[src/rtl/l2_port_arbiter_if.sv]
// rtl/l2_port_arbiter_if.sv - L1 I/D miss request and L2 port signal bundle
interface l2_port_arbiter_if;
    logic         i_req;
    logic [31:0]  i_addr;
    logic         i_ack;
    logic [511:0] i_rdata;
    logic         d_req;
    logic         d_we;
    logic [31:0]  d_addr;
    logic [31:0]  d_wdata;
    logic         d_ack;
    logic [511:0] d_rdata;
    logic         l2_renable;
    logic         l2_wenable;
    logic [31:0]  l2_addr;
    logic [31:0]  l2_wdata;
    logic         l2_stall;
    logic [511:0] l2_data;
    logic         busy;
    logic         timeout_err;

    modport slave (
        input  i_req, i_addr, d_req, d_we, d_addr, d_wdata, l2_stall, l2_data,
        output i_ack, i_rdata, d_ack, d_rdata, l2_renable, l2_wenable,
               l2_addr, l2_wdata, busy, timeout_err
    );

    modport master (
        output i_req, i_addr, d_req, d_we, d_addr, d_wdata, l2_stall, l2_data,
        input  i_ack, i_rdata, d_ack, d_rdata, l2_renable, l2_wenable,
               l2_addr, l2_wdata, busy, timeout_err
    );
endinterface

[src/rtl/l2_port_arbiter.sv]
// rtl/l2_port_arbiter.sv - round-robin arbiter sharing the L2 port between L1 I and D miss paths
module l2_port_arbiter #(
    parameter int TIMEOUT = 64,
    parameter int CNT_W   = 16
) (
    input  logic               clk,
    input  logic               rst_n,
    l2_port_arbiter_if.slave   bus
);
    typedef enum logic [1:0] {ST_IDLE, ST_ISSUE, ST_WAIT, ST_DONE} state_t;

    localparam logic [CNT_W-1:0] LP_CNT_LAST = CNT_W'(TIMEOUT - 1);

    state_t             r_state;
    state_t             w_next;
    logic               w_sel_d;
    logic               w_timeout;

    logic               r_grant_d;
    logic               r_last_d;
    logic               r_we;
    logic [31:0]        r_addr;
    logic [31:0]        r_wdata;
    logic [CNT_W-1:0]   r_wait_cnt;

    logic               r_i_ack;
    logic               r_d_ack;
    logic [511:0]       r_i_rdata;
    logic [511:0]       r_d_rdata;
    logic               r_l2_renable;
    logic               r_l2_wenable;
    logic [31:0]        r_l2_addr;
    logic [31:0]        r_l2_wdata;
    logic               r_busy;
    logic               r_timeout_err;

    // On a tie the side that did not win last time is picked.
    assign w_sel_d   = bus.d_req & (~bus.i_req | ~r_last_d);
    assign w_timeout = (r_state == ST_WAIT) & bus.l2_stall & (r_wait_cnt == LP_CNT_LAST);

    always_ff @(posedge clk or negedge rst_n) begin
        if (!rst_n) begin
            r_state <= ST_IDLE;
        end else begin
            r_state <= w_next;
        end
    end

    always_comb begin
        w_next = r_state;
        case (r_state)
            ST_IDLE:  if (bus.i_req | bus.d_req) w_next = ST_ISSUE;
            ST_ISSUE: w_next = ST_WAIT;
            ST_WAIT:  if (!bus.l2_stall || w_timeout) w_next = ST_DONE;
            ST_DONE:  w_next = ST_IDLE;
            default:  w_next = ST_IDLE;
        endcase
    end

    always_ff @(posedge clk or negedge rst_n) begin
        if (!rst_n) begin
            r_grant_d     <= 1'b0;
            r_last_d      <= 1'b1;
            r_we          <= 1'b0;
            r_addr        <= '0;
            r_wdata       <= '0;
            r_wait_cnt    <= '0;
            r_i_ack       <= 1'b0;
            r_d_ack       <= 1'b0;
            r_i_rdata     <= '0;
            r_d_rdata     <= '0;
            r_l2_renable  <= 1'b0;
            r_l2_wenable  <= 1'b0;
            r_l2_addr     <= '0;
            r_l2_wdata    <= '0;
            r_busy        <= 1'b0;
            r_timeout_err <= 1'b0;
        end else begin
            r_i_ack <= 1'b0;
            r_d_ack <= 1'b0;
            r_busy  <= (w_next != ST_IDLE);
            case (r_state)
                ST_IDLE: begin
                    if (bus.i_req | bus.d_req) begin
                        r_grant_d <= w_sel_d;
                        r_addr    <= w_sel_d ? bus.d_addr : bus.i_addr;
                        r_we      <= w_sel_d & bus.d_we;
                        r_wdata   <= w_sel_d ? bus.d_wdata : 32'h0;
                    end
                end
                ST_ISSUE: begin
                    r_l2_renable <= 1'b1;
                    r_l2_wenable <= r_we;
                    r_l2_addr    <= r_addr;
                    r_l2_wdata   <= r_wdata;
                    r_wait_cnt   <= '0;
                end
                ST_WAIT: begin
                    if (!bus.l2_stall) begin
                        if (!r_we) begin
                            if (r_grant_d) r_d_rdata <= bus.l2_data;
                            else           r_i_rdata <= bus.l2_data;
                        end
                    end else begin
                        r_wait_cnt <= r_wait_cnt + CNT_W'(1);
                        if (w_timeout) r_timeout_err <= 1'b1;
                    end
                end
                ST_DONE: begin
                    r_i_ack      <= ~r_grant_d;
                    r_d_ack      <= r_grant_d;
                    r_l2_renable <= 1'b0;
                    r_l2_wenable <= 1'b0;
                    r_last_d     <= r_grant_d;
                end
                default: ;
            endcase
        end
    end

    assign bus.i_ack       = r_i_ack;
    assign bus.d_ack       = r_d_ack;
    assign bus.i_rdata     = r_i_rdata;
    assign bus.d_rdata     = r_d_rdata;
    assign bus.l2_renable  = r_l2_renable;
    assign bus.l2_wenable  = r_l2_wenable;
    assign bus.l2_addr     = r_l2_addr;
    assign bus.l2_wdata    = r_l2_wdata;
    assign bus.busy        = r_busy;
    assign bus.timeout_err = r_timeout_err;
endmodule
[src/flat_wrapper.sv]
// flat-port wrapper written by rule: the top's interface ports become plain ports
module l2_port_arbiter_flat 
#(
    parameter int TIMEOUT = 64,
    parameter int CNT_W   = 16
)
  (clk, rst_n, bus_i_req, bus_i_addr, bus_d_req, bus_d_we, bus_d_addr, bus_d_wdata, bus_l2_stall, bus_l2_data, bus_i_ack, bus_i_rdata, bus_d_ack, bus_d_rdata, bus_l2_renable, bus_l2_wenable, bus_l2_addr, bus_l2_wdata, bus_busy, bus_timeout_err);
  l2_port_arbiter_if bus_i ();
  input  logic clk;
  input  logic rst_n;
  input wire logic [$bits(bus_i.i_req)-1:0] bus_i_req;
  input wire logic [$bits(bus_i.i_addr)-1:0] bus_i_addr;
  input wire logic [$bits(bus_i.d_req)-1:0] bus_d_req;
  input wire logic [$bits(bus_i.d_we)-1:0] bus_d_we;
  input wire logic [$bits(bus_i.d_addr)-1:0] bus_d_addr;
  input wire logic [$bits(bus_i.d_wdata)-1:0] bus_d_wdata;
  input wire logic [$bits(bus_i.l2_stall)-1:0] bus_l2_stall;
  input wire logic [$bits(bus_i.l2_data)-1:0] bus_l2_data;
  output wire logic [$bits(bus_i.i_ack)-1:0] bus_i_ack;
  output wire logic [$bits(bus_i.i_rdata)-1:0] bus_i_rdata;
  output wire logic [$bits(bus_i.d_ack)-1:0] bus_d_ack;
  output wire logic [$bits(bus_i.d_rdata)-1:0] bus_d_rdata;
  output wire logic [$bits(bus_i.l2_renable)-1:0] bus_l2_renable;
  output wire logic [$bits(bus_i.l2_wenable)-1:0] bus_l2_wenable;
  output wire logic [$bits(bus_i.l2_addr)-1:0] bus_l2_addr;
  output wire logic [$bits(bus_i.l2_wdata)-1:0] bus_l2_wdata;
  output wire logic [$bits(bus_i.busy)-1:0] bus_busy;
  output wire logic [$bits(bus_i.timeout_err)-1:0] bus_timeout_err;
  assign bus_i.i_req = bus_i_req;
  assign bus_i.i_addr = bus_i_addr;
  assign bus_i.d_req = bus_d_req;
  assign bus_i.d_we = bus_d_we;
  assign bus_i.d_addr = bus_d_addr;
  assign bus_i.d_wdata = bus_d_wdata;
  assign bus_i.l2_stall = bus_l2_stall;
  assign bus_i.l2_data = bus_l2_data;
  assign bus_i_ack = bus_i.i_ack;
  assign bus_i_rdata = bus_i.i_rdata;
  assign bus_d_ack = bus_i.d_ack;
  assign bus_d_rdata = bus_i.d_rdata;
  assign bus_l2_renable = bus_i.l2_renable;
  assign bus_l2_wenable = bus_i.l2_wenable;
  assign bus_l2_addr = bus_i.l2_addr;
  assign bus_l2_wdata = bus_i.l2_wdata;
  assign bus_busy = bus_i.busy;
  assign bus_timeout_err = bus_i.timeout_err;
  l2_port_arbiter #(.TIMEOUT(TIMEOUT), .CNT_W(CNT_W)) u_core (.clk(clk), .rst_n(rst_n), .bus(bus_i));
endmodule
[config.mk]
export PLATFORM = sky130hd
export DESIGN_NAME = l2_port_arbiter_flat
export DESIGN_NICKNAME = d
export VERILOG_FILES = /design/src/rtl/l2_port_arbiter_if.sv /design/src/rtl/l2_port_arbiter.sv /design/src/flat_wrapper.sv
export SDC_FILE = /design/constraint.sdc
export NUM_CORES = 1
export LEC_CHECK = 0
export CORE_AREA = 2 2 659 661
export CTS_CLUSTER_SIZE = 20
export DETAILED_ROUTE_END_ITERATION = 12
export DIE_AREA = 0 0 661 663
export DONT_BUFFER_PORTS = 1
export PLACE_DENSITY_LB_ADDON = 0.05
export SYNTH_ARGS = -nofsm -noshare
export SYNTH_HDL_FRONTEND = slang
export SYNTH_SLANG_ARGS = --single-unit
[constraint.sdc]
create_clock -name clk -period 5.5 [get_ports clk]
set_input_delay 0.825 -clock clk [delete_from_list [all_inputs] [get_ports clk]]
set_output_delay 0.825 -clock clk [all_outputs]
set_load 0.02 [all_outputs]
# == After elaboration in Yosys (flattened, before gate mapping) ==
# Index checks and enable logic that the tools add are counted.
# classes
addsub,1
n_eq_ne,5
mux,11
n_bitwise,11
n_reduce_logical,11
# ops
op,n
2-to-1 mux 32 bit,2
case mux 16 bit (2 select lines),1
"adder 16 x 1 -> 16 bit, second input constant",1
"equality test 16 x 6 -> 1 bit, second input constant",1
2-to-1 mux 16 bit,1
case mux 2 bit (4 select lines),1
AND reduction 4 bit,2
nonzero test 2 bit,3
inverter 1 bit,5
AND 1 bit,4
"equality test 2 bit, second input constant",2
2-to-1 mux 2 bit,2
case mux 1 bit (2 select lines),2
AND reduction 2 bit,2
AND reduction 3 bit,1
"equality test 2 x 1 -> 1 bit, second input constant",1
zero test 2 bit,1
2-to-1 mux 1 bit,2
"inequality test 2 bit, second input constant",1
bitwise OR 1 bit,2
zero test 1 bit,1
logical OR 1 bit,1
# word_totals
reg_bits,1179
out_inout_bits,1094
elab_cells,56

# == Depth between registers and ports, before layout ==
# Gate-level depths: netlist (run 1).
# logic_depth
ltp_word,7
mapped_depth,9
ltp_nobuf,6

# == Worst setup path after synthesis (run 1) ==
# No wires, ideal clock.
# synth_timing
kind,in2reg
from,in bus_l2_stall
to,"reg u_core.r_d_rdata[442], in the netlist u_core.bus.d_rdata[442]"
setup_time_ns,0.125
arrival_ns,2.219
t_required_ns,5.375
path_slack_ns,3.157
stages,6
n_path_buf,4
cell_sequence,clkbuf_1 > nor4b_1 > buf_2 > buf_2 > buf_2 > mux2_2
# synth_between
elab_chain_cells,2
# synth_lines
element,line_no,source
"start, declared",flat_wrapper.sv:17,input wire logic [$bits(bus_i.l2_stall)-1:0] bus_l2_stall;
inverter 1 bit (no line),--,
AND reduction 4 bit (no line),--,
"end signal, assigned",l2_port_arbiter.sv:101,if (r_grant_d) r_d_rdata <= bus.l2_data;
"end, declared",l2_port_arbiter.sv:29,logic [511:0] r_d_rdata;
# Every way passes these cells.
# A chain may end at the register's enable or synchronous reset.

# == Worst setup path in the final report (run 1) ==
# layout_timing
from,reg u_core.r_state[0]
to,"reg u_core.r_d_rdata[351], in the netlist u_core.bus.d_rdata[351]"
# layout_between
elab_chain_cells,2
# layout_lines
element,line_no,source
"start, declared",l2_port_arbiter.sv:14,state_t r_state;
"start signal, assigned",l2_port_arbiter.sv:45,r_state <= w_next;
equality test 2 bit,l2_port_arbiter.sv:82,case (r_state)
AND reduction 4 bit (no line),--,
# Every way passes these cells.

==> results.txt, run 1 <==
critical path's top delay family = buffers and inverters
Tcrit/Tclk final = 0.615
cell count after synthesis = 2638
crit start category = flop
area of the multi-input gates = 13800 sq um
GRT Overall Usage = 0.121
dpl ws = 2000 ps
Arr. time, crit path = 4090 ps
layout filler cell count = 47800
final hold violations = 0
setup violators final = 0
Post-DRT Antenna Nets = 0
largest net degree at the start of global routing = 131
Core ar. = 432000 sq um
Crit path top cell by count = inv_1
initial core utilization = 0.102
drt via density = 2.95
end-of-flow core utilization = 0.141
Clock Latency Late Sink = 880 ps
CP bufs+invs = 4
R2R setup slack = 2120 ps
TritonRoute pass-1 iters = 5
syn nets = 3258
row cnt = 242
Residual DRC = 0
final wirelength = 274000 um
sequential area share after synthesis = 0.669
CP cell instances = inv_1 -> ha_1 -> inv_1 -> nor4b_2 -> buf_12 -> buf_4 -> mux2_2
clk buf depth = 4
clk_skew = 51.2 ps
WP data required = 6210 ps
status = finished, final reports clean
Min-Delay Path Class = input port to flop
CTS buffer count = 175
first-pass GRT wire length = 346000 um
Mapped Area = 44100 sq um
CP max stage delay = 640 ps
die area = 438000 sq um
Detailed Place HPWL = 218000 um
Max-Cap Viols = 0
post-CTS setup buffers = 0
Peak VDD IR = 0.252 mV
Initial DRC Count = 1065
Power Dens Cells = 700 nW/um^2
wire length per cell = 30.3 um
Final min period = 3380 ps
RSZ-0062 raised after global routing = no
Distinct cells, synth = 38
global placement routability congestion = 0.796
die height = 663 um
H-tree lvl count = 4
fin nets = 3748
Max Freq = 296 MHz
worst-margin pin slew = 1190 ps
Reg clk slew, reported paths = 60 ps
root buf cell = clkbuf_16
Pleak = 24.0 nW
crit end category = flop
Ports = 1708
Seq cells post-synth = 1179
fraction of layout cells with a size suffix above 1 = 0.432
final slew viol count = 0
grt total ovfl = 0
antenna violations before repair = 188
PortBufs = 0
Via Count = 26700
PnR worst setup slack = 2120 ps
Die W = 661 um
Register Area = 29500 sq um
# clock sinks = 1179
Tot Pwr = 0.0427 W
Slowest-stage cell, CP = nor4b_2
vias in the first global route = 28000
CTS tree = built
synth warn = 0
CP max FO = 68
Crit Path Class = flop to flop
area grow syn2layout = 38.6%
TNS Setup = 0 ps
average size of a mapped cell = 16.7 sq um
Rel. slew slack = 0.204
## cells in the final DEF (no fill, tap or decap), types with 16 or more instances in the layout
master,count
dfrtp_1,1178
o21ai_0,39
clkinv_2,16
diode_2,64
buf_12,20
dlygate4sd3_1,406
buf_4,28
mux2i_1,39
clkbuf_8,38
nand2_1,47
clkbuf_16,178
clkbuf_1,43
mux2_2,1089
a22o_1,33
## state kept, by name (all words and copies together), names as in the netlist, 2 cells and up
| register | flops |
|---|---|
| u_core.bus.d_rdata | 512 |
| u_core.bus.i_rdata | 512 |
| u_core.bus.l2_addr | 32 |
| u_core.bus.l2_wdata | 32 |
| u_core.r_addr | 32 |
| u_core.r_state | 2 |
| u_core.r_wait_cnt | 16 |
| u_core.r_wdata | 32 |
## path summary, 6_finish.rpt
check                                        from  cells past startpoint                      end
worst max-delay path            u_core.r_state[0]                      7  u_core.bus.d_rdata[351]
worst min-delay path             bus_l2_data[329]                      1  u_core.bus.i_rdata[329]
worst max register to register  u_core.r_state[0]                      7  u_core.bus.d_rdata[351]
worst min register to register  u_core.r_addr[26]                      2        u_core.r_addr[26]
max in group asynchronous                   rst_n                      4  u_core.bus.d_rdata[226]
min in group asynchronous                   rst_n                      2  u_core.bus.d_rdata[498]
## per-stage QoR
stage | cell area, sq um | hold WS [ps] | instances
2_1_floorplan | 44100 | 444 | 2638
3_3_place_gp | 51100 | 458 | 8279
3_5_place_dp | 51100 | 465 | 8279
4_1_cts | 60900 | 0.0101 | 8988
5_1_grt | 61000 | 40.6 | 9027
6_report | 61100 | 132 | 9052
## cells by family after synthesis
group | after synthesis | synth area share
AOI/OAI and AO/OA | 87 | 0.0135
xor gates and xnor gates | 1 | 0.000199
adders and majority gates | 6 | 0.00170
buffers and inverters | 149 | 0.0185
DFF | 1179 | 0.669
muxes | 1128 | 0.287
and+or+nand+nor | 88 | 0.00960
## layout make-up
class,instances,area share
Sequential cell,1179,0.483
Timing Repair Buffer,455,0.0770
Clock inverter,44,0.00942
Inverter,7,0.000430
Tap cell,5734,0.117
Antenna cell,64,0.00262
Clock buffer,259,0.0841
Multi-Input combinational cell,1310,0.226
## layer usage
layer  wire [um]  global-route usage  vias up  share of wire
met3       29100              0.0538      576           0.11
met1       88300               0.115    14100           0.32
met2      149000               0.233     1502           0.54
li1            -                   -    10500              -
met5         109                   0        -        0.00040
met4        8450              0.0305       16          0.031
## power breakdown
group | internal (W) | leakage [nW] | switching, W
Clock | 0.00687 | 2.79 | 0.00462
Sequential | 0.0129 | 14.3 | 0.0113
Combinational | 0.00431 | 6.91 | 0.00268
## Yosys cell counts
library cell  number  area, sq um
a21o_1             1         7.51
a311oi_1           1         8.76
a31o_2             1         8.76
a22o_1            33          289
buf_1              4         15.0
nor4_4             1         21.3
nand4_1            2         12.5
inv_1              7         26.3
dfrtp_1         1178        29500
buf_2             74          370
nor2_1            10         37.5
o21ai_0           39          195
mux2i_1           39          390
and2_1             2         12.5
nand3b_1           1         7.51
and3_1             3         18.8
a31oi_1            1         6.26
o211ai_1           2         15.0
a32o_1             1         10.0
mux2_2          1089        12300
a21oi_1            1         5.00
buf_4             43          323
nor2b_1            2         12.5
xnor2_1            1         8.76
clkbuf_1          21         78.8
nand3_1           10         50.1
nand2_1           47          176
or4_1              3         22.5
nor4b_1            1         8.76
and4_1             2         17.5
dfstp_2            1         26.3
ha_1               6         75.1
nor4_1             4         25.0
o21ai_1            1         5.00
a41o_1             1         10.0
o22ai_1            1         6.26
o31ai_1            3         22.5
a21boi_0           1         7.51
## repair_timing
action | CTS | global route
gates resized for setup | 0 | 0
hold buffers | 406 | 0
endpoints found under the hold margin | 743 | 0
(Power assumes the default switching activity.)
==> run 2: changes to the inputs <==
Settings changed: CORE_AREA 2 2 659 661 to 2 2 665 667, DIE_AREA 0 0 661 663 to 0 0 667 669.
Clock period 5.5 ns to 3.4 ns, I/O delays scaled along.
==> run 2 against run 1 <==
- hold slack better by 42 ps
- die area is 1.8% higher
- non-clock buffer count is 248 higher
- largest cell class unchanged
- clock skew is 3.3 ps lower
==> results.txt, run 2 (synthesis results as in run 1) <==
root buf cell = clkbuf_16 (unchanged)
Residual DRC = 0 (unchanged)
largest net degree at the start of global routing = 112 (was 131)
Resize count post-CTS = 0 (unchanged)
TNS Setup = 0 ps (unchanged)
Via Count = 27200 (was 26700)
wire length per cell = 28.1 um (was 30.3 um)
area grow syn2layout = 44.5% (was 38.6%)
commonest non-fill, non-tap cell in the layout = dfrtp_1 (unchanged)
Min-Delay Path Class = input port to flop (unchanged)
Clock Latency Late Sink = 880 ps (about the same)
Rel. slew slack = 0.515 (was 0.204)
row cnt = 244 (was 242)
crit end category = flop (unchanged)
critical path's top delay family = buffers and inverters (unchanged)
Slowest-stage cell, CP = nor4_4 (was nor4b_2)
final slew viol count = 0 (unchanged)
CTS tree = built (unchanged)
Flop pwr share = 0.561 (was 0.567)
setup violators final = 0 (unchanged)
first-pass GRT wire length = 333000 um (was 346000 um)
Reg clk slew, reported paths = 60 ps (about the same)
NetSw = 0.0301 W (was 0.0186 W)
final hold violations = 0 (unchanged)
initial core utilization = 0.100 (was 0.102)
Initial DRC Count = 1016 (was 1065)
antenna violations before repair = 190 (was 188)
internal power = 0.0393 W (was 0.0241 W)
Arr. time, crit path = 3700 ps (was 4090 ps)
Ports = 1708 (unchanged)
CP bufs+invs = 6 (was 4)
PortBufs = 0 (unchanged)
layout filler cell count = 48700 (was 47800)
Final Non-Filler Cells = 9341 (was 9052)
CTS buffer count = 170 (was 175)
commonest non-fill, non-tap cells in the layout = dfrtp_1, mux2_2, dlygate4sd3_1, clkbuf_16, buf_4 (was dfrtp_1, mux2_2, dlygate4sd3_1, clkbuf_16, nand2_1)
Max Freq = 333 MHz (was 296 MHz)
status = finished, final reports clean (unchanged)
logic gate share of total power = 0.172 (was 0.164)
CP cell instances = inv_1 -> ha_1 -> inv_1 -> nor4_4 -> buf_12 -> buf_12 -> buf_12 -> buf_12 -> mux2_2 (was inv_1 -> ha_1 -> inv_1 -> nor4b_2 -> buf_12 -> buf_4 -> mux2_2)
# clock sinks = 1179 (unchanged)
Pleak = 25.2 nW (was 24.0 nW)
crit start category = flop (unchanged)
area of the multi-input gates = 13800 sq um (about the same)
Register Area = 29500 sq um (unchanged)
Crit path top cell by count = buf_12 (was inv_1)
WP data required = 4100 ps (was 6210 ps)
clk_skew = 47.9 ps (was 51.2 ps)
Power Dens Cells = 1090 nW/um^2 (was 700 nW/um^2)
Max-Cap Viols = 0 (unchanged)
Tot Pwr = 0.0694 W (was 0.0427 W)
Tcrit/Tclk final = 0.882 (was 0.615)
die height = 669 um (was 663 um)
fraction of layout cells with a size suffix above 1 = 0.417 (was 0.432)
Final min period = 3000 ps (was 3380 ps)
H-tree lvl count = 4 (unchanged)
Post-DRT Antenna Nets = 0 (unchanged)
vias in the first global route = 29300 (was 28000)
Clock power frac = 0.267 (was 0.269)
Post-Place Cells = 8367 (was 8279)
drt via density = 2.91 (was 2.95)
final instance area = 63700 sq um (was 61100 sq um)
global placement routability congestion = 0.793 (was 0.796)
TritonRoute pass-1 iters = 4 (was 5)
fin nets = 3991 (was 3748)
hold_buf cts = 613 (was 406)
Core ar. = 440000 sq um (was 432000 sq um)
final wirelength = 262000 um (was 274000 um)
final hold slack = 174 ps (was 132 ps)
dpl cell area = 51700 sq um (was 51100 sq um)
Die W = 667 um (was 661 um)
Crit Path Class = flop to flop (unchanged)
worst-margin pin slew = 728 ps (was 1190 ps)
die area = 446000 sq um (was 438000 sq um)
clk buf depth = 4 (unchanged)
switch share = 0.434 (was 0.436)
CP max FO = 25 (was 68)
R2R setup slack = 400 ps (was 2120 ps)
post-CTS setup buffers = 0 (unchanged)
GRT Overall Usage = 0.113 (was 0.121)
grt total ovfl = 0 (unchanged)
Detailed Place HPWL = 214000 um (was 218000 um)
RSZ-0062 raised after global routing = no (unchanged)
Peak VDD IR = 0.361 mV (was 0.252 mV)
CP max stage delay = 500 ps (was 640 ps)
run 2: stage by stage:
stage / util / setup slack, ps
2_1_floorplan: - / 1200
3_3_place_gp: 0.118 / 325
3_5_place_dp: 0.118 / 326
4_1_cts: 0.145 / 264
5_1_grt: 0.145 / 149
6_report: 0.145 / 401
run 2: power by group through the flow:
stage          registers (W)  logic [W]  clock network, W
3_5_place_dp          0.0399     0.0113                 0
6_report              0.0389     0.0119            0.0185
5_1_grt               0.0400     0.0131            0.0200
3_3_place_gp          0.0402     0.0109                 0
2_1_floorplan         0.0325    0.00902                 0
4_1_cts               0.0397     0.0123            0.0195
run 2: final timing paths:
kind	start	end	depth (start not counted)
setup / recovery	u_core.r_state[0]	u_core.bus.i_rdata[276]	9
hold reg to reg	u_core.r_addr[19]	u_core.r_addr[19]	2
max in group asynchronous	rst_n	u_core.bus.i_rdata[325]	4
hold / removal	bus_d_req	u_core.r_addr[0]	4
min in group asynchronous	rst_n	u_core.bus.d_rdata[163]	2
setup reg to reg	u_core.r_state[0]	u_core.bus.i_rdata[276]	9
run 2: final cells by class:
class	instances	area share
diodes	49	0.00192
inverters	7	0.000412
repair buffers	703	0.115
well taps	5781	0.114
clock buffers	239	0.0767
clock inverters	73	0.0130
multi-input cells	1310	0.217
flip-flops and latches	1179	0.463
run 2: worst register-to-register path, delay by kind of cell, from the launching register on:
family,cells,cell delay (ps)
mux,1,390
buf+inv,6,1160
fa+ha+maj,1,350
flops,1,450
simple gates,1,500
run 2: per-layer routing:
metal | part of all wire | global-route usage | routed length [um] | vias to the layer above
li1 | - | - | - | 11000
met1 | 0.32 | 0.108 | 84900 | 14300
met2 | 0.54 | 0.214 | 141000 | 1353
met3 | 0.11 | 0.0557 | 29600 | 466
met4 | 0.026 | 0.0252 | 6710 | 20
met5 | 0.00055 | 0 | 145 | -
